**src/rtl/mips_pkg.sv**
```systemverilog
// Shared definitions for the multicycle MIPS control path: opcodes, funct codes,
// ALU control codes, datapath select encodings and the control FSM state encoding.
package mips_pkg;

    localparam logic [5:0] OP_RTYPE = 6'h00;
    localparam logic [5:0] OP_J     = 6'h02;
    localparam logic [5:0] OP_BEQ   = 6'h04;
    localparam logic [5:0] OP_BNE   = 6'h05;
    localparam logic [5:0] OP_ADDI  = 6'h08;
    localparam logic [5:0] OP_LW    = 6'h23;
    localparam logic [5:0] OP_SW    = 6'h2B;

    localparam logic [5:0] FUNCT_ADD = 6'h20;
    localparam logic [5:0] FUNCT_SUB = 6'h22;
    localparam logic [5:0] FUNCT_AND = 6'h24;
    localparam logic [5:0] FUNCT_OR  = 6'h25;
    localparam logic [5:0] FUNCT_SLT = 6'h2A;

    localparam logic [2:0] ALU_AND = 3'b000;
    localparam logic [2:0] ALU_OR  = 3'b001;
    localparam logic [2:0] ALU_ADD = 3'b010;
    localparam logic [2:0] ALU_SUB = 3'b110;
    localparam logic [2:0] ALU_SLT = 3'b111;

    localparam logic [1:0] SRCB_REG    = 2'b00;
    localparam logic [1:0] SRCB_FOUR   = 2'b01;
    localparam logic [1:0] SRCB_IMM    = 2'b10;
    localparam logic [1:0] SRCB_IMM_SH = 2'b11;

    localparam logic [1:0] PCSRC_ALU    = 2'b00;
    localparam logic [1:0] PCSRC_ALUOUT = 2'b01;
    localparam logic [1:0] PCSRC_JUMP   = 2'b10;

    typedef enum logic [1:0] {
        ALUOP_ADD   = 2'b00,
        ALUOP_SUB   = 2'b01,
        ALUOP_FUNCT = 2'b10
    } alu_op_t;

    typedef enum logic [3:0] {
        S_FETCH   = 4'd0,
        S_IRLOAD  = 4'd1,
        S_DECODE  = 4'd2,
        S_MEMADR  = 4'd3,
        S_MEMRD   = 4'd4,
        S_MEMWB   = 4'd5,
        S_MEMWR   = 4'd6,
        S_EXECUTE = 4'd7,
        S_ALUWB   = 4'd8,
        S_BRANCH  = 4'd9,
        S_ADDIEX  = 4'd10,
        S_ADDIWB  = 4'd11,
        S_JUMP    = 4'd12
    } state_t;

    function automatic logic is_supported(input logic [5:0] op);
        case (op)
            OP_RTYPE, OP_J, OP_BEQ, OP_BNE, OP_ADDI, OP_LW, OP_SW: is_supported = 1'b1;
            default:                                               is_supported = 1'b0;
        endcase
    endfunction

endpackage

```
**src/rtl/mips_alu_decoder.sv**
```systemverilog
// Combinational ALU decoder: maps the FSM's alu_op request plus the R-type
// funct field onto the 3-bit ALU function code.
module mips_alu_decoder
    import mips_pkg::*;
(
    input  alu_op_t    alu_op,
    input  logic [5:0] funct,
    output logic [2:0] alu_control
);

    always_comb begin
        alu_control = ALU_ADD;
        case (alu_op)
            ALUOP_ADD: alu_control = ALU_ADD;
            ALUOP_SUB: alu_control = ALU_SUB;
            ALUOP_FUNCT: begin
                // Unrecognised funct codes fall back to add
                case (funct)
                    FUNCT_ADD: alu_control = ALU_ADD;
                    FUNCT_SUB: alu_control = ALU_SUB;
                    FUNCT_AND: alu_control = ALU_AND;
                    FUNCT_OR:  alu_control = ALU_OR;
                    FUNCT_SLT: alu_control = ALU_SLT;
                    default:   alu_control = ALU_ADD;
                endcase
            end
            default: alu_control = ALU_ADD;
        endcase
    end

endmodule

```
**src/rtl/mips_mc_control.sv**
```systemverilog
// Multicycle MIPS main control: a Moore FSM sequencing fetch, decode, execute,
// memory and writeback, driving every datapath enable and mux select.
module mips_mc_control
    import mips_pkg::*;
(
    input  logic       clk,
    input  logic       rst,
    input  logic [5:0] opcode,
    input  logic [5:0] funct,
    input  logic       zero,
    output logic       pc_en,
    output logic       ir_write,
    output logic       reg_write,
    output logic       mem_write,
    output logic       iord,
    output logic       reg_dst,
    output logic       mem_to_reg,
    output logic       alu_src_a,
    output logic [1:0] alu_src_b,
    output logic [1:0] pc_src,
    output logic [2:0] alu_control,
    output logic       instr_done,
    output logic       illegal_op,
    output logic [3:0] state
);

    state_t  cur_state;
    state_t  next_state;
    alu_op_t alu_op;

    logic pc_write;
    logic branch;
    logic is_bne;
    logic ir_write_raw;
    logic reg_write_raw;
    logic mem_write_raw;
    logic instr_done_raw;
    logic illegal_raw;

    always_ff @(posedge clk) begin
        if (rst) begin
            cur_state <= S_FETCH;
        end else begin
            cur_state <= next_state;
        end
    end

    always_comb begin
        next_state = S_FETCH;
        case (cur_state)
            S_FETCH:  next_state = S_IRLOAD;
            S_IRLOAD: next_state = S_DECODE;
            S_DECODE: begin
                case (opcode)
                    OP_LW, OP_SW:    next_state = S_MEMADR;
                    OP_RTYPE:        next_state = S_EXECUTE;
                    OP_BEQ, OP_BNE:  next_state = S_BRANCH;
                    OP_ADDI:         next_state = S_ADDIEX;
                    OP_J:            next_state = S_JUMP;
                    default:         next_state = S_FETCH;
                endcase
            end
            S_MEMADR:  next_state = (opcode == OP_LW) ? S_MEMRD : S_MEMWR;
            S_MEMRD:   next_state = S_MEMWB;
            S_EXECUTE: next_state = S_ALUWB;
            S_ADDIEX:  next_state = S_ADDIWB;
            default:   next_state = S_FETCH;
        endcase
    end

    always_comb begin
        pc_write       = 1'b0;
        branch         = 1'b0;
        ir_write_raw   = 1'b0;
        reg_write_raw  = 1'b0;
        mem_write_raw  = 1'b0;
        instr_done_raw = 1'b0;
        illegal_raw    = 1'b0;
        iord           = 1'b0;
        reg_dst        = 1'b0;
        mem_to_reg     = 1'b0;
        alu_src_a      = 1'b0;
        alu_src_b      = SRCB_REG;
        pc_src         = PCSRC_ALU;
        alu_op         = ALUOP_ADD;
        case (cur_state)
            S_FETCH: begin
                alu_src_b = SRCB_FOUR;
                pc_write  = 1'b1;
            end
            S_IRLOAD: begin
                ir_write_raw = 1'b1;
            end
            S_DECODE: begin
                // Speculatively compute the branch target into ALUOut
                alu_src_b   = SRCB_IMM_SH;
                illegal_raw = !is_supported(opcode);
            end
            S_MEMADR: begin
                alu_src_a = 1'b1;
                alu_src_b = SRCB_IMM;
            end
            S_MEMRD: begin
                iord = 1'b1;
            end
            S_MEMWB: begin
                mem_to_reg     = 1'b1;
                reg_write_raw  = 1'b1;
                instr_done_raw = 1'b1;
            end
            S_MEMWR: begin
                iord           = 1'b1;
                mem_write_raw  = 1'b1;
                instr_done_raw = 1'b1;
            end
            S_EXECUTE: begin
                alu_src_a = 1'b1;
                alu_op    = ALUOP_FUNCT;
            end
            S_ALUWB: begin
                reg_dst        = 1'b1;
                reg_write_raw  = 1'b1;
                instr_done_raw = 1'b1;
            end
            S_BRANCH: begin
                alu_src_a      = 1'b1;
                alu_op         = ALUOP_SUB;
                pc_src         = PCSRC_ALUOUT;
                branch         = 1'b1;
                instr_done_raw = 1'b1;
            end
            S_ADDIEX: begin
                alu_src_a = 1'b1;
                alu_src_b = SRCB_IMM;
            end
            S_ADDIWB: begin
                reg_write_raw  = 1'b1;
                instr_done_raw = 1'b1;
            end
            S_JUMP: begin
                pc_src         = PCSRC_JUMP;
                pc_write       = 1'b1;
                instr_done_raw = 1'b1;
            end
            default: begin
            end
        endcase
    end

    mips_alu_decoder u_alu_decoder (
        .alu_op      (alu_op),
        .funct       (funct),
        .alu_control (alu_control)
    );

    // Reset gates the enables combinationally so an interrupted instruction never writes
    assign is_bne     = (opcode == OP_BNE);
    assign pc_en      = !rst && (pc_write || (branch && (zero ^ is_bne)));
    assign ir_write   = !rst && ir_write_raw;
    assign reg_write  = !rst && reg_write_raw;
    assign mem_write  = !rst && mem_write_raw;
    assign instr_done = !rst && instr_done_raw;
    assign illegal_op = !rst && illegal_raw;
    assign state      = cur_state;

endmodule

```
**config.mk**
```make
export PLATFORM = sky130hd
export DESIGN_NAME = mips_mc_control
export DESIGN_NICKNAME = d
export VERILOG_FILES = /design/src/rtl/mips_pkg.sv /design/src/rtl/mips_alu_decoder.sv /design/src/rtl/mips_mc_control.sv
export SDC_FILE = /design/constraint.sdc
export NUM_CORES = 1
export LEC_CHECK = 0
export ABC_AREA = 0
export BUFFER_PORTS_ARGS = -buffer_cell sky130_fd_sc_hd__buf_2
export CAP_MARGIN = 20
export CORE_MARGIN = 4
export CORE_UTILIZATION = 43
export CTS_CLUSTER_SIZE = 12
export DETAILED_ROUTE_END_ITERATION = 12
export PLACE_DENSITY = 0.77
export SYNTH_ARGS = -nofsm -noshare
export SYNTH_HDL_FRONTEND = slang
export SYNTH_SLANG_ARGS = --single-unit
```
**constraint.sdc**
```tcl
create_clock -name clk -period 1.9 [get_ports clk]
set_clock_uncertainty 0.1 [all_clocks]
set_input_delay 0.095 -clock clk [delete_from_list [all_inputs] [get_ports clk]]
set_output_delay 0.095 -clock clk [all_outputs]
set_load 0.1 [all_outputs]
```
==> results.sh, run 1 <==
export IMPL_cts_path_max_buffers=2
export IMPL_synth_cells=97
export IMPL_initial_core_util_pct=48.26
export IMPL_cts_buffers=3
export IMPL_haltStage="clock tree synthesis (4_1_cts)"
export IMPL_synth_area_leaders="dfxtp_1 (12%), nor2_1 (8.0%), nand2b_1 (6.6%)"
export IMPL_dp_cells=151
export IMPL_cts_root_buffer="clkbuf_4"
export IMPL_synthesis_area_um2=659.4
export IMPL_dp_hpwl_mm=1.941
export IMPL_io_buffers=35
export IMPL_synth_cell_types=36
export IMPL_chipWidth_um=47.16
export IMPL_synth_top_flop_cell="dfxtp_1"
export IMPL_ys_ff_latch=4
export IMPL_synth_enable_flop_cells=0
export IMPL_cts_hold_buf=0
export IMPL_ios=36
export IMPL_synth_top_area_cell="dfxtp_1"
export IMPL_clkSinkCount=4
export IMPL_async_flop_share_pct=0
export IMPL_tool_error="[ERROR DPL-0033] detailed placement checks failed during check placement."
export IMPL_cts_setup_buffers=3
export IMPL_synth_seq_area_share_pct=12.14
export IMPL_yosys_cell_count_top_type="nor2_1"
export IMPL_die_height_um=47.16
export IMPL_gp_congestion=0.8270
export IMPL_syn_mean_instance_area_um2=6.798
export IMPL_status="did not finish"
export IMPL_ctsResizeCount=9
export IMPL_ys_warn_count=0
export IMPL_std_cell_rows=13
export IMPL_synth_commonest_cells="nor2_1 (14), nand2b_1 (7), a21oi_1 (6), nor2b_1 (6), o21ai_0 (6)"
export IMPL_synth_top_area_share_pct=12.14
export IMPL_syn_num_nets=115
export IMPL_htree_levels=1
[per-stage QoR]
stage / hold WS [ns] / TNS [ns] / setup WS [ns] / area, um2 / utilization (%)
after detailed placement: 0.2603 / 0 / 0.02902 / 1229 / 89.93
after global placement: 0.2620 / 0 / 0.1116 / 1229 / 89.93
after floorplan: 0.05804 / -1.455 / -0.3490 / 853.3 / -
[cell families after synthesis]
family | share of synthesized area (%)
AND/OR/NAND/NOR | 44.78
buffers and inverters | 7.970
flip-flops | 12.14
AO/OA/AOI/OAI | 23.53
multiplexers | 4.554
adder cells (fa/ha/maj) | 5.693
XOR/XNOR | 1.329
==> run 2: changes to the inputs <==
CORE_AREA = 4 4 65 67   (was unset)
CORE_MARGIN = unset   (was 4)
CORE_UTILIZATION = unset   (was 43)
CTS_CLUSTER_SIZE = unset   (was 12)
DIE_AREA = 0 0 69 71   (was unset)
PLACE_DENSITY = unset   (was 0.77)
PLACE_DENSITY_LB_ADDON = 0.15   (was unset)
==> results.sh, run 2 <==
export IMPL_status="finished with violations"
export IMPL_violations="setup timing"
export IMPL_core_um2=3633
export IMPL_hold_end="state[1]"
export IMPL_layout_common_cells="buf_2 (25), buf_4 (14), nor2_1 (12)"
export IMPL_chipWidth_um=69
export IMPL_rsz0062_at_grt="true"
export IMPL_fin_crit_sh_pct=101.6
export IMPL_synth_cells=97
export IMPL_p_per_area_nw_per_um2=1090
export IMPL_std_cell_rows=22
export IMPL_worstHoldStart="opcode[2]"
export IMPL_synth_cell_types=36
export IMPL_max_cap_violations=0
export IMPL_total_power_uw=1492
export IMPL_async_flop_share_pct=0
export IMPL_cts_path_max_buffers=2
export IMPL_register_area_um2=95.09
export IMPL_drc=0
export IMPL_overflow=0
export IMPL_fin_tns_setup_ns=-0.06015
export IMPL_placed_cell_area_um2=1277
export IMPL_gp_congestion=0.8221
export IMPL_worstReg2RegEnd="state[1]"
export IMPL_crit_required_ns=1.70
export IMPL_drtPass1Iterations=4
export IMPL_io_buffers=35
export IMPL_syn_num_nets=115
export IMPL_cts_tree="built"
export IMPL_synthToLayoutAreaGrowth_pct=107.6
export IMPL_worstPathArrival_ns=1.74
export IMPL_grt_pass1_vias=882
export IMPL_crit_fanout=3
export IMPL_reg2regPathDepth=5
export IMPL_largest_reg_flops=4
export IMPL_die_height_um=71
export IMPL_synth_commonest_cells="nor2_1 (14), nand2b_1 (7), a21oi_1 (6), nor2b_1 (6), o21ai_0 (6)"
export IMPL_fin_ws_ns=-0.03135
export IMPL_synth_area_leaders="dfxtp_1 (12%), nor2_1 (8.0%), nand2b_1 (6.6%)"
export IMPL_rrSetupSlack_ns=0.50
export IMPL_crit_path_end_kind="output port"
export IMPL_grt_max_degree=16
export IMPL_setup_worst_path_class="reg2out"
export IMPL_yosys_cell_count_top_type="nor2_1"
export IMPL_syn_mean_instance_area_um2=6.798
export IMPL_wl_per_cell_um=12.18
export IMPL_drt_iter0_markers=30
export IMPL_synth_top_flop_cell="dfxtp_1"
export IMPL_dieArea_um2=4899
export IMPL_ys_warn_count=0
export IMPL_clk_latency_ns=0.22
export IMPL_layout_commonest_cell="buf_2"
export IMPL_final_antenna_net_count=0
export IMPL_hp_class="in2reg"
export IMPL_hold_path_depth=2
export IMPL_wl_mm=2.339
export IMPL_setup_violations_final=2
export IMPL_synthesis_area_um2=659.4
export IMPL_drive_gt1_share_pct=57.64
export IMPL_vias=879
export IMPL_cts_buffers=3
export IMPL_start_kind="flip-flop"
export IMPL_cts_root_buffer="clkbuf_8"
export IMPL_nNetsFinal=164
export IMPL_synth_seq_area_share_pct=12.14
export IMPL_slew_headroom_pct=66.83
export IMPL_design_area_um2=1369
export IMPL_synth_top_area_cell="dfxtp_1"
export IMPL_grt_usage_pct=9.730
export IMPL_diodes=0
export IMPL_ys_ff_latch=4
export IMPL_cts_hold_buf=0
export IMPL_clkSinkCount=4
export IMPL_p_leak_uw=0.0005537
export IMPL_synth_enable_flop_cells=0
export IMPL_maxSlewViolCount=0
export IMPL_worst_slew_pin_slew_ns=0.4929
export IMPL_dp_hpwl_mm=1.882
export IMPL_synth_top_area_share_pct=12.14
export IMPL_r2r_start="state[3]"
export IMPL_path_clk_slew_ns=0.03
export IMPL_viasPerCell=4.578
export IMPL_multiInputGateArea_um2=716.9
export IMPL_hold_viol=0
export IMPL_htree_levels=1
export IMPL_initial_core_util_pct=18.15
export IMPL_ios=36
export IMPL_layout_min_cycle_time_ns=1.931
export IMPL_fin_util_pct=37.67
export IMPL_grt_pass1_wl_mm=4.029
export IMPL_fmax_mhz=517.8
export IMPL_antenna_found_initial=0
export IMPL_ir_worst_vdd_mv=0.3500
export IMPL_fillers=393
==> run 2: cell type report <==
type,count,area share (%)
Multi-Input combinational cell,83,52.38
Timing Repair Buffer,49,31.44
Sequential cell,4,6.947
Tap cell,48,4.388
Clock buffer,3,3.016
Inverter,5,1.828
==> run 2: through the flow <==
stage / std cells / hold WS [ns] / setup WS (ns)
2_1_floorplan: 97 / 0.05804 / -0.3490
3_3_place_gp: 185 / 0.2737 / 0.08414
3_5_place_dp: 185 / 0.2686 / 0.05727
4_1_cts: 191 / 0.04826 / -0.04528
5_1_grt: 192 / 0.07847 / -0.1171
6_report: 192 / 0.05520 / -0.03135
==> run 2: layer usage <==
metal / part of all wire [%] / vias up / track usage, %
met5: 0 / - / 0
met4: 0.60 / 0 / 3.254
met3: 7.2 / 2 / 2.841
met2: 47 / 29 / 15.78
met1: 45 / 397 / 12.31
li1: - / 451 / -
==> run 2: worst max path at each step <==
stage	from	depth (start not counted)	slack [ns]	end
after global routing	state[2]	8	-0.12	alu_control[0]
after global placement	state[1]	7	0.08	alu_control[0]
after detailed placement	state[2]	8	0.06	alu_control[0]
after CTS	state[2]	6	-0.05	alu_control[1]
final	state[1]	6	-0.03	alu_control[0]
after floorplan	state[1]	6	-0.35	alu_control[1]
==> run 2: power breakdown <==
part           internal, uW  total (uW)  leakage (uW)  switching, uW
logic                   345        1160      0.000497            819
clock network           135         178     0.0000216           43.4
registers               117         150     0.0000356           32.7
total                   596        1490      0.000554            895
==> run 2: timing repair <==
action / in CTS / in global routing
setup endpoints to repair: 3 / 3
gates resized for setup: 6 / 0
pin swaps: 4 / 1
buffers inserted: 3 / 1
hold endpoints to repair: 0 / 0
cloned: 0 / 0
==> run 2: critical path, cell delays in order (launching register included) <==
cell      delay [ns]
dfxtp_4         0.34
nand2b_4        0.13
or2_4           0.28
ha_4            0.18
buf_4           0.13
a32o_4          0.30
buf_12          0.16
==> run 2: cells by family after synthesis <==
kind of cell    synth area share (%)
simple gates                   44.78
compound gates                 23.53
buf+inv                        7.970
fa+ha+maj                      5.693
mux                            4.554
xor+xnor                       1.329
flops                          12.14
No activity file was read; power rests on OpenSTA's default activity.
